### src/rtl/logic_clk_pkg.sv
// -----------------------------------------------------------------------------
// logic_clk_pkg
// Shared encodings for the debug clock sequencer: the command opcodes issued
// by the JTAG instruction decoder and the sequencer state enum.
// -----------------------------------------------------------------------------
package logic_clk_pkg;

    typedef enum logic [1:0] {
        OP_NOP  = 2'b00,
        OP_RUN  = 2'b01,
        OP_HALT = 2'b10,
        OP_STEP = 2'b11
    } cmd_op_e;

    typedef enum logic [1:0] {
        ST_HALTED = 2'b00,
        ST_RUN    = 2'b01,
        ST_STEP   = 2'b10
    } state_e;

endpackage

### src/rtl/clk_en_retime.sv
// -----------------------------------------------------------------------------
// clk_en_retime
// Falling-edge retiming flop for the clock-gate enable. Because it only
// updates on falling clk, its output is stable for the whole high phase,
// which keeps the downstream AND-type clock gate glitch-free. Kept as its own
// module so timing constraints can target it directly.
//
// Ports:
//   clk       in   system clock (flop triggers on the falling edge)
//   rst_n     in   synchronous active-low reset, sampled on the falling edge
//   en_i      in   enable from the rising-edge domain
//   clk_en_o  out  retimed enable for the clock gate
// -----------------------------------------------------------------------------
module clk_en_retime (
    input  logic clk,
    input  logic rst_n,
    input  logic en_i,
    output logic clk_en_o
);

    logic clk_en_q;

    always_ff @(negedge clk) begin
        if (!rst_n) begin
            clk_en_q <= 1'b0;
        end else begin
            clk_en_q <= en_i;
        end
    end

    assign clk_en_o = clk_en_q;

endmodule

### src/rtl/logic_clk_ctrl.sv
// -----------------------------------------------------------------------------
// logic_clk_ctrl
// Debug clock sequencer. Takes RUN / HALT / STEP commands and produces the
// enable for the clock gate feeding the logic under test. Supports free run,
// halt, N-cycle stepping, breakpoint stop and a count of delivered pulses.
//
// Ports:
//   clk        in   system clock
//   rst_n      in   synchronous active-low reset
//   cmd_valid  in   command present
//   cmd_ready  out  command can be accepted (low while stepping)
//   cmd_op     in   00 NOP, 01 RUN, 10 HALT, 11 STEP
//   cmd_count  in   STEP length in gated cycles
//   brk        in   breakpoint request from the logic under test
//   clk_en     out  clock-gate enable, changes on falling clk only
//   halted     out  high while halted
//   step_done  out  one-cycle pulse when a STEP ends (normally or by brk)
//   brk_hit    out  sticky: a breakpoint stopped RUN or STEP
//   cycle_cnt  out  number of gated pulses delivered (wraps)
// -----------------------------------------------------------------------------
module logic_clk_ctrl
    import logic_clk_pkg::*;
#(
    parameter int CNT_W = 16
) (
    input  logic             clk,
    input  logic             rst_n,
    input  logic             cmd_valid,
    output logic             cmd_ready,
    input  logic [1:0]       cmd_op,
    input  logic [CNT_W-1:0] cmd_count,
    input  logic             brk,
    output logic             clk_en,
    output logic             halted,
    output logic             step_done,
    output logic             brk_hit,
    output logic [CNT_W-1:0] cycle_cnt
);

    state_e           state_q, state_d;
    logic [CNT_W-1:0] step_left_q, step_left_d;
    logic [CNT_W-1:0] cycle_cnt_q, cycle_cnt_d;
    logic             en_q, en_d;
    logic             step_done_q, step_done_d;
    logic             brk_hit_q, brk_hit_d;

    cmd_op_e op;
    logic    cmd_acc;

    assign op      = cmd_op_e'(cmd_op);
    assign cmd_acc = cmd_valid & cmd_ready;

    // State register.
    // NOTE: sequential state uses non-blocking assignments so every flop
    // samples the pre-edge values of the others.
    // NOTE: reset is synchronous, so it only takes effect on a rising edge;
    // every flop here is a plain register, so all of them get a reset value.
    always_ff @(posedge clk) begin
        if (!rst_n) begin
            state_q     <= ST_HALTED;
            step_left_q <= '0;
            cycle_cnt_q <= '0;
            en_q        <= 1'b0;
            step_done_q <= 1'b0;
            brk_hit_q   <= 1'b0;
        end else begin
            state_q     <= state_d;
            step_left_q <= step_left_d;
            cycle_cnt_q <= cycle_cnt_d;
            en_q        <= en_d;
            step_done_q <= step_done_d;
            brk_hit_q   <= brk_hit_d;
        end
    end

    // Next-state logic.
    // NOTE: every variable gets a default first so no path leaves it
    // unassigned, which would otherwise infer a latch.
    always_comb begin
        state_d     = state_q;
        step_left_d = step_left_q;
        step_done_d = 1'b0;
        brk_hit_d   = brk_hit_q;

        if (cmd_acc && (op == OP_RUN || op == OP_STEP)) begin
            brk_hit_d = 1'b0;
        end

        unique case (state_q)
            ST_HALTED: begin
                // brk is deliberately ignored here.
                if (cmd_acc) begin
                    case (op)
                        OP_RUN: state_d = ST_RUN;
                        OP_STEP: begin
                            if (cmd_count != '0) begin
                                state_d     = ST_STEP;
                                step_left_d = cmd_count;
                            end else begin
                                step_done_d = 1'b1;
                            end
                        end
                        default: ;
                    endcase
                end
            end

            ST_RUN: begin
                // Breakpoint beats any command on the same edge; that
                // command is still acknowledged but dropped.
                if (brk) begin
                    state_d   = ST_HALTED;
                    brk_hit_d = 1'b1;
                end else if (cmd_acc) begin
                    case (op)
                        OP_HALT: state_d = ST_HALTED;
                        OP_STEP: begin
                            if (cmd_count != '0) begin
                                state_d     = ST_STEP;
                                step_left_d = cmd_count;
                            end else begin
                                step_done_d = 1'b1;
                            end
                        end
                        default: ;
                    endcase
                end
            end

            ST_STEP: begin
                // en_q is high throughout STEP, so every cycle here is an
                // enabled cycle. The pulse on the edge that leaves STEP still
                // happens because clk_en only drops on the following fall.
                step_left_d = step_left_q - CNT_W'(1);
                if (brk) begin
                    state_d     = ST_HALTED;
                    step_done_d = 1'b1;
                    brk_hit_d   = 1'b1;
                end else if (step_left_q == CNT_W'(1)) begin
                    state_d     = ST_HALTED;
                    step_done_d = 1'b1;
                end
            end

            default: state_d = ST_HALTED;
        endcase
    end

    // en_q tracks the next state so the gate opens one edge after accept.
    always_comb begin
        en_d        = (state_d != ST_HALTED);
        cycle_cnt_d = clk_en ? cycle_cnt_q + CNT_W'(1) : cycle_cnt_q;
    end

    // Output logic.
    always_comb begin
        cmd_ready = (state_q != ST_STEP);
        halted    = (state_q == ST_HALTED);
        step_done = step_done_q;
        brk_hit   = brk_hit_q;
        cycle_cnt = cycle_cnt_q;
    end

    clk_en_retime u_clk_en_retime (
        .clk      (clk),
        .rst_n    (rst_n),
        .en_i     (en_q),
        .clk_en_o (clk_en)
    );

endmodule

### config.mk
export PLATFORM = sky130hd
export DESIGN_NAME = logic_clk_ctrl
export DESIGN_NICKNAME = d
export VERILOG_FILES = /design/src/rtl/logic_clk_pkg.sv /design/src/rtl/clk_en_retime.sv /design/src/rtl/logic_clk_ctrl.sv
export SDC_FILE = /design/constraint.sdc
export NUM_CORES = 1
export LEC_CHECK = 0
export CAP_MARGIN = 15
export CORE_MARGIN = 4
export CORE_UTILIZATION = 55
export CTS_BUF_LIST = sky130_fd_sc_hd__clkbuf_16
export DETAILED_ROUTE_END_ITERATION = 8
export PLACE_DENSITY = 0.85
export SLEW_MARGIN = 20
export SYNTH_ARGS = -nofsm -noshare
export SYNTH_HDL_FRONTEND = slang
export SYNTH_SLANG_ARGS = --single-unit
### constraint.sdc
create_clock -name clk -period 5.3 [get_ports clk]
set_clock_uncertainty 0.2 [all_clocks]
set_input_delay 0.795 -clock clk [delete_from_list [all_inputs] [get_ports clk]]
set_output_delay 0.795 -clock clk [all_outputs]
set_load 0.005 [all_outputs]
# After elaboration in Yosys (flattened, before gate mapping)

Cells that the tools add are included.

Flip-flop bits (word level): 38
Latch bits: 0
RAM bits: 0
ROM bits: 0
Input bits: 22
Output and inout bits: 21
Word-level logic and storage cells: 50
Memories kept: 0

$add $sub $neg: 2
Multipliers: 0
Div/mod/pow operators: 0
Order comparisons: 0
Equality and inequality tests: 8
Shift operators: 0
Multiplexer cells: 24
Bitwise logic cells: 1
Reductions and logical operators: 8

Operator list:

| cell                                               | count |
|---|---|
| two-way mux 16 bit                                 | 4 |
| case mux 16 bit (3 select lines)                   | 1 |
| adder 16 x 1 -> 16 bit, second input constant      | 1 |
| == test 16 x 1 -> 1 bit, second input constant     | 1 |
| nonzero test 16 bit                                | 1 |
| subtractor 16 x 1 -> 16 bit, second input constant | 1 |
| two-way mux 2 bit                                  | 6 |
| two-way mux 1 bit                                  | 9 |
| case mux 2 bit (2 select lines)                    | 2 |
| == test 2 bit, second input constant               | 3 |
| case mux 2 bit (3 select lines)                    | 1 |
| == test 2 x 1 -> 1 bit, second input constant      | 2 |
| != test 2 bit, second input constant               | 2 |
| case mux 1 bit (3 select lines)                    | 1 |
| nonzero test 3 bit                                 | 1 |
| logical NOT 2 bit                                  | 1 |
| AND reduction 2 bit                                | 1 |
| nonzero test 2 bit                                 | 1 |
| OR reduction 2 bit                                 | 1 |
| bitwise AND 1 bit                                  | 1 |
| logical AND 1 bit                                  | 1 |
| logical OR 1 bit                                   | 1 |

# Logic depth before layout (Yosys ltp)

Gate-level depths: netlist of run 1.

Depth after elaboration: 7
Depth in mapped cells: 8
Depth with buffers taken out: 7

# By module

Synthesis of run 1 repeated with hierarchy kept, for this count alone.

Cell total of the unflattened synthesis: 283
Area, all modules: 2233.4 sq um

Modules (own cells, without submodules):

| module         | times used | cells an instance | area each (sq um) |
|---|---|---|---|
| logic_clk_ctrl | 1          | 280               | 2203.4 |
| clk_en_retime  | 1          | 3                 | 30.0 |

==> flow_summary.yaml, run 1 <==
grt:
  grt_max_degree: 33
  grt_use_total: 0.221
  grt_pass1_vias: 1981
  antenna_found_initial: 0
  grt_pass1_wl_mm: 8.94
  overflow: 0
synthesis:
  ys_ff_latch: 38
  yosys.area.top_type: "dfxtp_1"
  synth_area_um2: 2140
  synth-warning-count: 0
  synth_edf_count: 0
  synth_top_area_frac: 0.355
  yosysMostFrequentCell: "dfxtp_1"
  ys.flop_type: "dfxtp_1"
  synthTopCellsByArea: "dfxtp_1, a21oi_1, nor2_1"
  syn-num-nets: 293
  syn_inst: 264
  ys_types: 50
  netlist_top_cells_count: "dfxtp_1, nor2_1, nand2_1, a21oi_1"
  ys_async_sr_fraction: 0
  seq_area_frac_synth: 0.355
  syn_area_per_cell_um2: 8.11
sta:
  slew_headroom: 0.379
  finalSetupViolations: 0
  setup_tns_ps: 0
  whs_ps: 305
  rsz0062_at_grt: "no"
  slew_violations: 0
  finalHoldViolations: 0
  tightest_slew_ps: 930
critical_path:
  rr_startpoint: "u_clk_en_retime.clk_en_o"
  path_buf_inv: 1
  critPathLaunchType: "flop"
  startpoint: "u_clk_en_retime.clk_en_o"
  r2r-end: "cycle_cnt[11]"
  path_cells: "clkdlybuf4s50_1"
  critPathKind: "flop to output port"
  reg2reg_slack_ps: 590
  arrival_ps: 3990
  critPathRequiredTime_ps: 4300
  crit_fanout: 7
  r2r_cells: 5
  crit_path_end: "clk_en"
  end_kind: "output port"
  path_depth: 1
  path_delay_family: "buffers and inverters"
  cpPeakStageDelay_ps: 550
  slowest_stage: "clkdlybuf4s50_1"
detailed_routing:
  drc: 0
  viasPerCell: 5.87
  drtIter0Drc: 228
  wl_per_cell_um: 15.3
  num_vias: 2056
  ant_nets: 0
  dr.pass1.iters: 4
  drt_wl_total_mm: 5.37
final_layout:
  fillers: 277
  finalNonFillerCells: 350
  diodes: 0
  syn2layout_area_growth_pct: 28.1
  final_cell_area_um2: 2740
  final_nets: 330
  drive_gt1_frac: 0.0530
hold_path:
  min-delay-path-class: "flop to flop"
  min_path_cells: 2
  hold_path_startpoint: "step_left_q[13]"
place:
  hpwl_mm: 3.57
  place_area_um2: 2590
  gp_congestion: 0.977
  portBuffers: 42
  numPlacedInstances: 342
die:
  rows: 22
  io_pins: 43
  die_h_um: 70.4
  dieArea_um2: 4960
  coreArea_um2: 3720
  dieWidth_um: 70.4
  initial_core_util: 0.576
power:
  sw_frac_of_total: 0.242
  power_frac_comb: 0.138
  p_int_mw: 0.539
  p_sw_mw: 0.172
  p_leak_nw: 1.03
  pwr-share-clk: 0.439
  max-vdd-ir-drop_mv: 0.208
  power.share.sequential: 0.423
  p_per_area_nw_per_um2: 259
job:
  maxCapViolCount: 0
cts:
  clk_pin_slew_ps: 60
  htreeDepth: 2
  cts_hold_buf: 0
  clockBufferDepth: 2
  clock_latency_ps: 340
  cts_tree: "built"
  cts_resized: 0
  postCtsSetupRepairBufs: 0
  cts_buffers: 5
  root_buffer: "clkbuf_16"
  clock_sinks: 38
status:
  outcome: "finished clean"
## power by group through the flow
stage / logic [mW] / registers, mW / clock network, mW
after floorplan: 0.0620 / 0.305 / 0.00236
after global placement: 0.0934 / 0.306 / 0.00236
after detailed placement: 0.0959 / 0.307 / 0.00236
after CTS: 0.0973 / 0.301 / 0.317
after global routing: 0.106 / 0.302 / 0.329
final: 0.0980 / 0.301 / 0.312
## per-stage QoR
stage | power (mW) | worst slack (ps) | util
after floorplan | 0.369 | 950 | -
after global placement | 0.402 | 674 | 0.694
after detailed placement | 0.405 | 663 | 0.696
final | 0.711 | 316 | 0.738
after CTS | 0.715 | 311 | 0.738
after global routing | 0.737 | 241 | 0.738
## how the worst min path moves through the flow
stage and to:
2_1_floorplan step_left_q[15], 3_3_place_gp step_left_q[15], 3_5_place_dp step_left_q[15], 4_1_cts step_left_q[13], 5_1_grt step_left_q[14], 6_report step_left_q[13]
## routing by layer
metal | up-vias | wire length (um) | GRT usage
li1 | 1027 | - | -
met1 | 956 | 2380 | 0.283
met2 | 65 | 2690 | 0.351
met3 | 8 | 260 | 0.0647
met4 | 0 | 42 | 0.0766
met5 | - | 0 | 0
## cells by family (layout without fill, tap and decap cells)
family | count (synthesis) | count (layout) | synth area share
and+or+nand+nor | 110 | 110 | 0.271
AOI/OAI and AO/OA | 66 | 66 | 0.208
DFF | 38 | 38 | 0.355
adders and majority gates | 7 | 7 | 0.0409
muxes | 4 | 4 | 0.0187
buffers and inverters | 24 | 62 | 0.0450
xor gates and xnor gates | 15 | 15 | 0.0613
## final cells by class
class	instances	area [um^2]	area share
Timing Repair Buffer	44	435	0.159
Inverter	9	33.8	0.0123
Tap cell	48	60.1	0.0219
Multi-Input combinational cell	202	1290	0.471
Clock inverter	3	11.3	0.00410
Clock buffer	6	150	0.0547
Sequential cell	38	761	0.277
## sequential cells by signal, summed over array words and instances (netlist names)
signal / count
brk_hit: 1
cycle_cnt: 16
state_q: 2
step_left_q: 16
en_q: 1
step_done: 1
u_clk_en_retime.clk_en_o: 1
## placed cells by master, fill, tap and decap left out, types with 3 or more instances in the layout
cell              n
o32ai_1           5
clkdlybuf4s50_1  42
nor2_1           29
nor4_1            5
a22o_1            3
o22ai_1           3
nand4_1           9
mux2i_1           4
and3_1            4
o21ai_0           3
inv_1            11
ha_1              7
a21o_1            3
nand2b_1          3
a21oi_1          24
nor2b_1           5
a22oi_1           4
nor3_1           10
nand3_1           4
xor2_1           10
xnor2_1           5
o21ai_1           4
clkbuf_16         6
dfxtp_1          38
nand2_1          27
Power figures use the tool's default switching activity.
==> inputs of run 2 (changes only) <==
--- a/config.mk
+++ b/config.mk
@@ -7,11 +7,11 @@
 export LEC_CHECK = 0
 export CAP_MARGIN = 15
 export CORE_MARGIN = 4
-export CORE_UTILIZATION = 55
+export CORE_UTILIZATION = 25
 export CTS_BUF_LIST = sky130_fd_sc_hd__clkbuf_16
 export DETAILED_ROUTE_END_ITERATION = 8
-export PLACE_DENSITY = 0.85
 export SLEW_MARGIN = 20
 export SYNTH_ARGS = -nofsm -noshare
 export SYNTH_HDL_FRONTEND = slang
 export SYNTH_SLANG_ARGS = --single-unit
+export TNS_END_PERCENT = 20
==> flow_summary.yaml, run 2 (same netlist as run 1, synthesis figures left out) <==
status:
  outcome: "finished clean"
cts:
  cts_buffers: 5
  clockBufferDepth: 2
  clk_pin_slew_ps: 60
  postCtsSetupRepairBufs: 0
  clock_sinks: 38
  root_buffer: "clkbuf_16"
  clock_latency_ps: 350
  cts_resized: 0
  cts_tree: "built"
  cts_hold_buf: 0
  htreeDepth: 2
grt:
  grt_use_total: 0.113
  grt_max_degree: 33
  grtUsageMet3: 0.0263
  overflow: 0
  use_met1: 0.150
  top_usage_layer: "met2"
  grt_pass1_wl_mm: 9.32
  grt_use_met2: 0.181
  antenna_found_initial: 0
  grt_pass1_vias: 1978
critical_path:
  end_kind: "output port"
  path_cells: "clkdlybuf4s50_1"
  path_depth: 1
  r2r_cells: 5
  slowest_stage: "clkdlybuf4s50_1"
  cpPeakStageDelay_ps: 570
  critPathRequiredTime_ps: 4300
  rr_startpoint: "u_clk_en_retime.clk_en_o"
  reg2reg_slack_ps: 680
  crit_fanout: 7
  path_buf_inv: 1
  critPathKind: "flop to output port"
  arrival_ps: 4030
  critPathLaunchType: "flop"
  r2r-end: "cycle_cnt[11]"
  path_delay_family: "buffers and inverters"
hold_path:
  hold_end: "step_left_q[1]"
  min_path_cells: 2
  min-delay-path-class: "flop to flop"
  hold_path_startpoint: "step_left_q[1]"
sta:
  rsz0062_at_grt: "no"
  finalSetupViolations: 0
  slew_headroom: 0.334
  slew_violations: 0
  setup_slack_ps: 274
  setup_tns_ps: 0
  tightest_slew_ps: 998
  finalHoldViolations: 0
detailed_routing:
  wl_per_cell_um: 13.6
  viasPerCell: 5.00
  dr.pass1.iters: 4
  num_vias: 2037
  ant_nets: 0
  drtIter0Drc: 133
  drt_wl_total_mm: 5.55
  drc: 0
final_layout:
  layout_common_cells: "clkdlybuf4s50_1, dfxtp_1, nor2_1"
  final_nets: 330
  final_common_cell: "clkdlybuf4s50_1"
  drive_gt1_frac: 0.0563
  final_util: 0.342
  syn2layout_area_growth_pct: 31.7
  diodes: 0
power:
  max-vdd-ir-drop_mv: 0.143
  p_per_area_nw_per_um2: 257
  p_leak_nw: 1.03
  p_total_mw: 0.725
die:
  die_h_um: 101
  dieArea_um2: 10100
  initial_core_util: 0.259
  rows: 33
  io_pins: 43
  coreArea_um2: 8260
  dieWidth_um: 101
job:
  maxCapViolCount: 0
place:
  gp_congestion: 0.802
  hpwl_mm: 3.99
  portBuffers: 42
  dpl_worst_slack_ps: 636
## run 2: worst max-delay path by stage
stage,startpoint,end,slack (ps)
4_1_cts,u_clk_en_retime.clk_en_o,clk_en,250
6_report,u_clk_en_retime.clk_en_o,clk_en,270
2_1_floorplan,rst_n,u_clk_en_retime.clk_en_o,950
3_3_place_gp,u_clk_en_retime.clk_en_o,clk_en,650
3_5_place_dp,u_clk_en_retime.clk_en_o,clk_en,640
5_1_grt,u_clk_en_retime.clk_en_o,clk_en,220
## run 2: power breakdown
| group | internal, mW | leakage (nW) | total [mW] | switching (mW) |
|---|---|---|---|---|
| clock | 0.204 | 0.0882 | 0.327 | 0.122 |
| sequential | 0.292 | 0.307 | 0.301 | 0.00832 |
| combinational | 0.0458 | 0.632 | 0.0974 | 0.0516 |
## run 2: cell type report
class	instances	area, um^2
clock buffer	6	150
clock inverter	3	16.3
fill	881	5440
inverter	9	33.8
multi-input combinational	202	1290
sequential	38	761
tap	105	131
timing repair buffer	44	435
## run 2: routing by layer
layer,up-vias,routed length (um)
met1,950,2670
li1,1030,-
met4,0,81
met5,-,0
met2,49,2520
met3,8,274
## run 2: metrics by stage
stage | area (um^2) | hold slack, ps | std cells
6_report | 2820 | 291 | 407
5_1_grt | 2820 | 319 | 407
4_1_cts | 2820 | 292 | 407
3_5_place_dp | 2660 | 283 | 399
3_3_place_gp | 2650 | 272 | 399
2_1_floorplan | 2140 | 255 | 264
==> inputs of run 3 (changes only) <==
--- a/config.mk
+++ b/config.mk
@@ -10,7 +10,7 @@
 export CORE_UTILIZATION = 25
 export CTS_BUF_LIST = sky130_fd_sc_hd__clkbuf_16
 export DETAILED_ROUTE_END_ITERATION = 8
-export SLEW_MARGIN = 20
+export SLEW_MARGIN = 10
 export SYNTH_ARGS = -nofsm -noshare
 export SYNTH_HDL_FRONTEND = slang
 export SYNTH_SLANG_ARGS = --single-unit
==> flow_summary.yaml, run 3 (same netlist as run 1, synthesis figures left out) <==
final_layout:
  diodes: 0
  finalNonFillerCells: 407
  layout_common_cells: "clkdlybuf4s50_1, dfxtp_1, nor2_1"
  syn2layout_area_growth_pct: 31.7
  final_util: 0.342
  drive_gt1_frac: 0.0563
  final_nets: 330
  fillers: 862
  final_common_cell: "clkdlybuf4s50_1"
critical_path:
  cpPeakStageDelay_ps: 570
  crit_fanout: 7
  critPathKind: "flop to output port"
  r2r-end: "cycle_cnt[11]"
  arrival_ps: 4010
  path_delay_family: "buffers and inverters"
  path_cells: "clkdlybuf4s50_1"
  reg2reg_slack_ps: 690
  rr_startpoint: "u_clk_en_retime.clk_en_o"
  end_kind: "output port"
  slowest_stage: "clkdlybuf4s50_1"
  critPathRequiredTime_ps: 4300
  path_buf_inv: 1
  startpoint: "u_clk_en_retime.clk_en_o"
  critPathLaunchType: "flop"
  path_depth: 1
  r2r_cells: 5
  crit_path_end: "clk_en"
job:
  maxCapViolCount: 0
sta:
  finalSetupViolations: 0
  finalHoldViolations: 0
  slew_headroom: 0.324
  setup_tns_ps: 0
  slew_violations: 0
  rsz0062_at_grt: "no"
  tightest_slew_ps: 1010
grt:
  grt_pass1_vias: 1979
  antenna_found_initial: 0
  grt_pass1_wl_mm: 9.28
  grt_max_degree: 33
  grt_use_total: 0.113
  overflow: 0
status:
  outcome: "finished clean"
detailed_routing:
  drtIter0Drc: 95
  ant_nets: 0
  wl_per_cell_um: 13.8
  drc: 0
  drt_wl_total_mm: 5.60
  num_vias: 2035
  viasPerCell: 5.00
  dr.pass1.iters: 4
die:
  dieArea_um2: 10100
  dieWidth_um: 101
  initial_core_util: 0.259
  coreArea_um2: 8260
  io_pins: 43
  die_h_um: 101
  rows: 33
cts:
  clock_latency_ps: 350
  clk_pin_slew_ps: 60
  cts_hold_buf: 0
  clockBufferDepth: 2
  root_buffer: "clkbuf_16"
  cts_buffers: 5
  postCtsSetupRepairBufs: 0
  cts_tree: "built"
  cts_resized: 0
  clock_sinks: 38
  htreeDepth: 2
hold_path:
  min-delay-path-class: "flop to flop"
power:
  power_frac_comb: 0.135
  p_total_mw: 0.723
  max-vdd-ir-drop_mv: 0.112
  p_int_mw: 0.543
  power.share.sequential: 0.416
  p_leak_nw: 1.03
  p_sw_mw: 0.181
  pwr-share-clk: 0.450
  sw_frac_of_total: 0.250
  p_per_area_nw_per_um2: 257
place:
  portBuffers: 42
  numPlacedInstances: 399
  gp_congestion: 0.802
  hpwl_mm: 4.05
[run 3: cell counts in the layout (fill, tap and decap cells not counted)]
Identical to the previous run, type by type.
[run 3: area by class of cell]
type | count | area (um^2) | share of cell area
Timing Repair Buffer | 44 | 435 | 0.154
Clock inverter | 3 | 16.3 | 0.00577
Sequential cell | 38 | 761 | 0.270
Clock buffer | 6 | 150 | 0.0532
Tap cell | 105 | 131 | 0.0466
Multi-Input combinational cell | 202 | 1290 | 0.458
Inverter | 9 | 33.8 | 0.0120
[run 3: worst min-delay path by stage]
| stage | from | end | slack (ps) | cells past startpoint |
|---|---|---|---|---|
| floorplan | step_left_q[15] | step_left_q[15] | 250 | 2 |
| global placement | step_left_q[15] | step_left_q[15] | 270 | 2 |
| detailed placement | step_left_q[15] | step_left_q[15] | 290 | 2 |
| CTS | step_left_q[1] | step_left_q[1] | 300 | 2 |
| global route | step_left_q[15] | step_left_q[15] | 330 | 2 |
| finish | step_left_q[15] | step_left_q[15] | 290 | 2 |
[run 3: power by group through the flow]
stage,Clock (mW),Combinational [mW],Sequential (mW)
after floorplan,0.00236,0.0620,0.305
after global routing,0.348,0.108,0.302
final,0.325,0.0976,0.301
after detailed placement,0.00236,0.0969,0.307
after CTS,0.333,0.0975,0.301
after global placement,0.00236,0.0963,0.307
[run 3: per-layer routing]
layer,GRT usage,vias up,share of wire
li1,-,1025,-
met1,0.152,949,0.47
met2,0.177,56,0.46
met3,0.0263,5,0.054
met4,0.0363,0,0.010
met5,0,-,0
[run 3: through the flow]
step	area (um^2)	setup slack (ps)	hold slack [ps]
CTS	2810	276	295
detailed placement	2650	638	285
finish	2820	291	292
global placement	2650	653	272
floorplan	2140	950	255
global route	2820	221	328
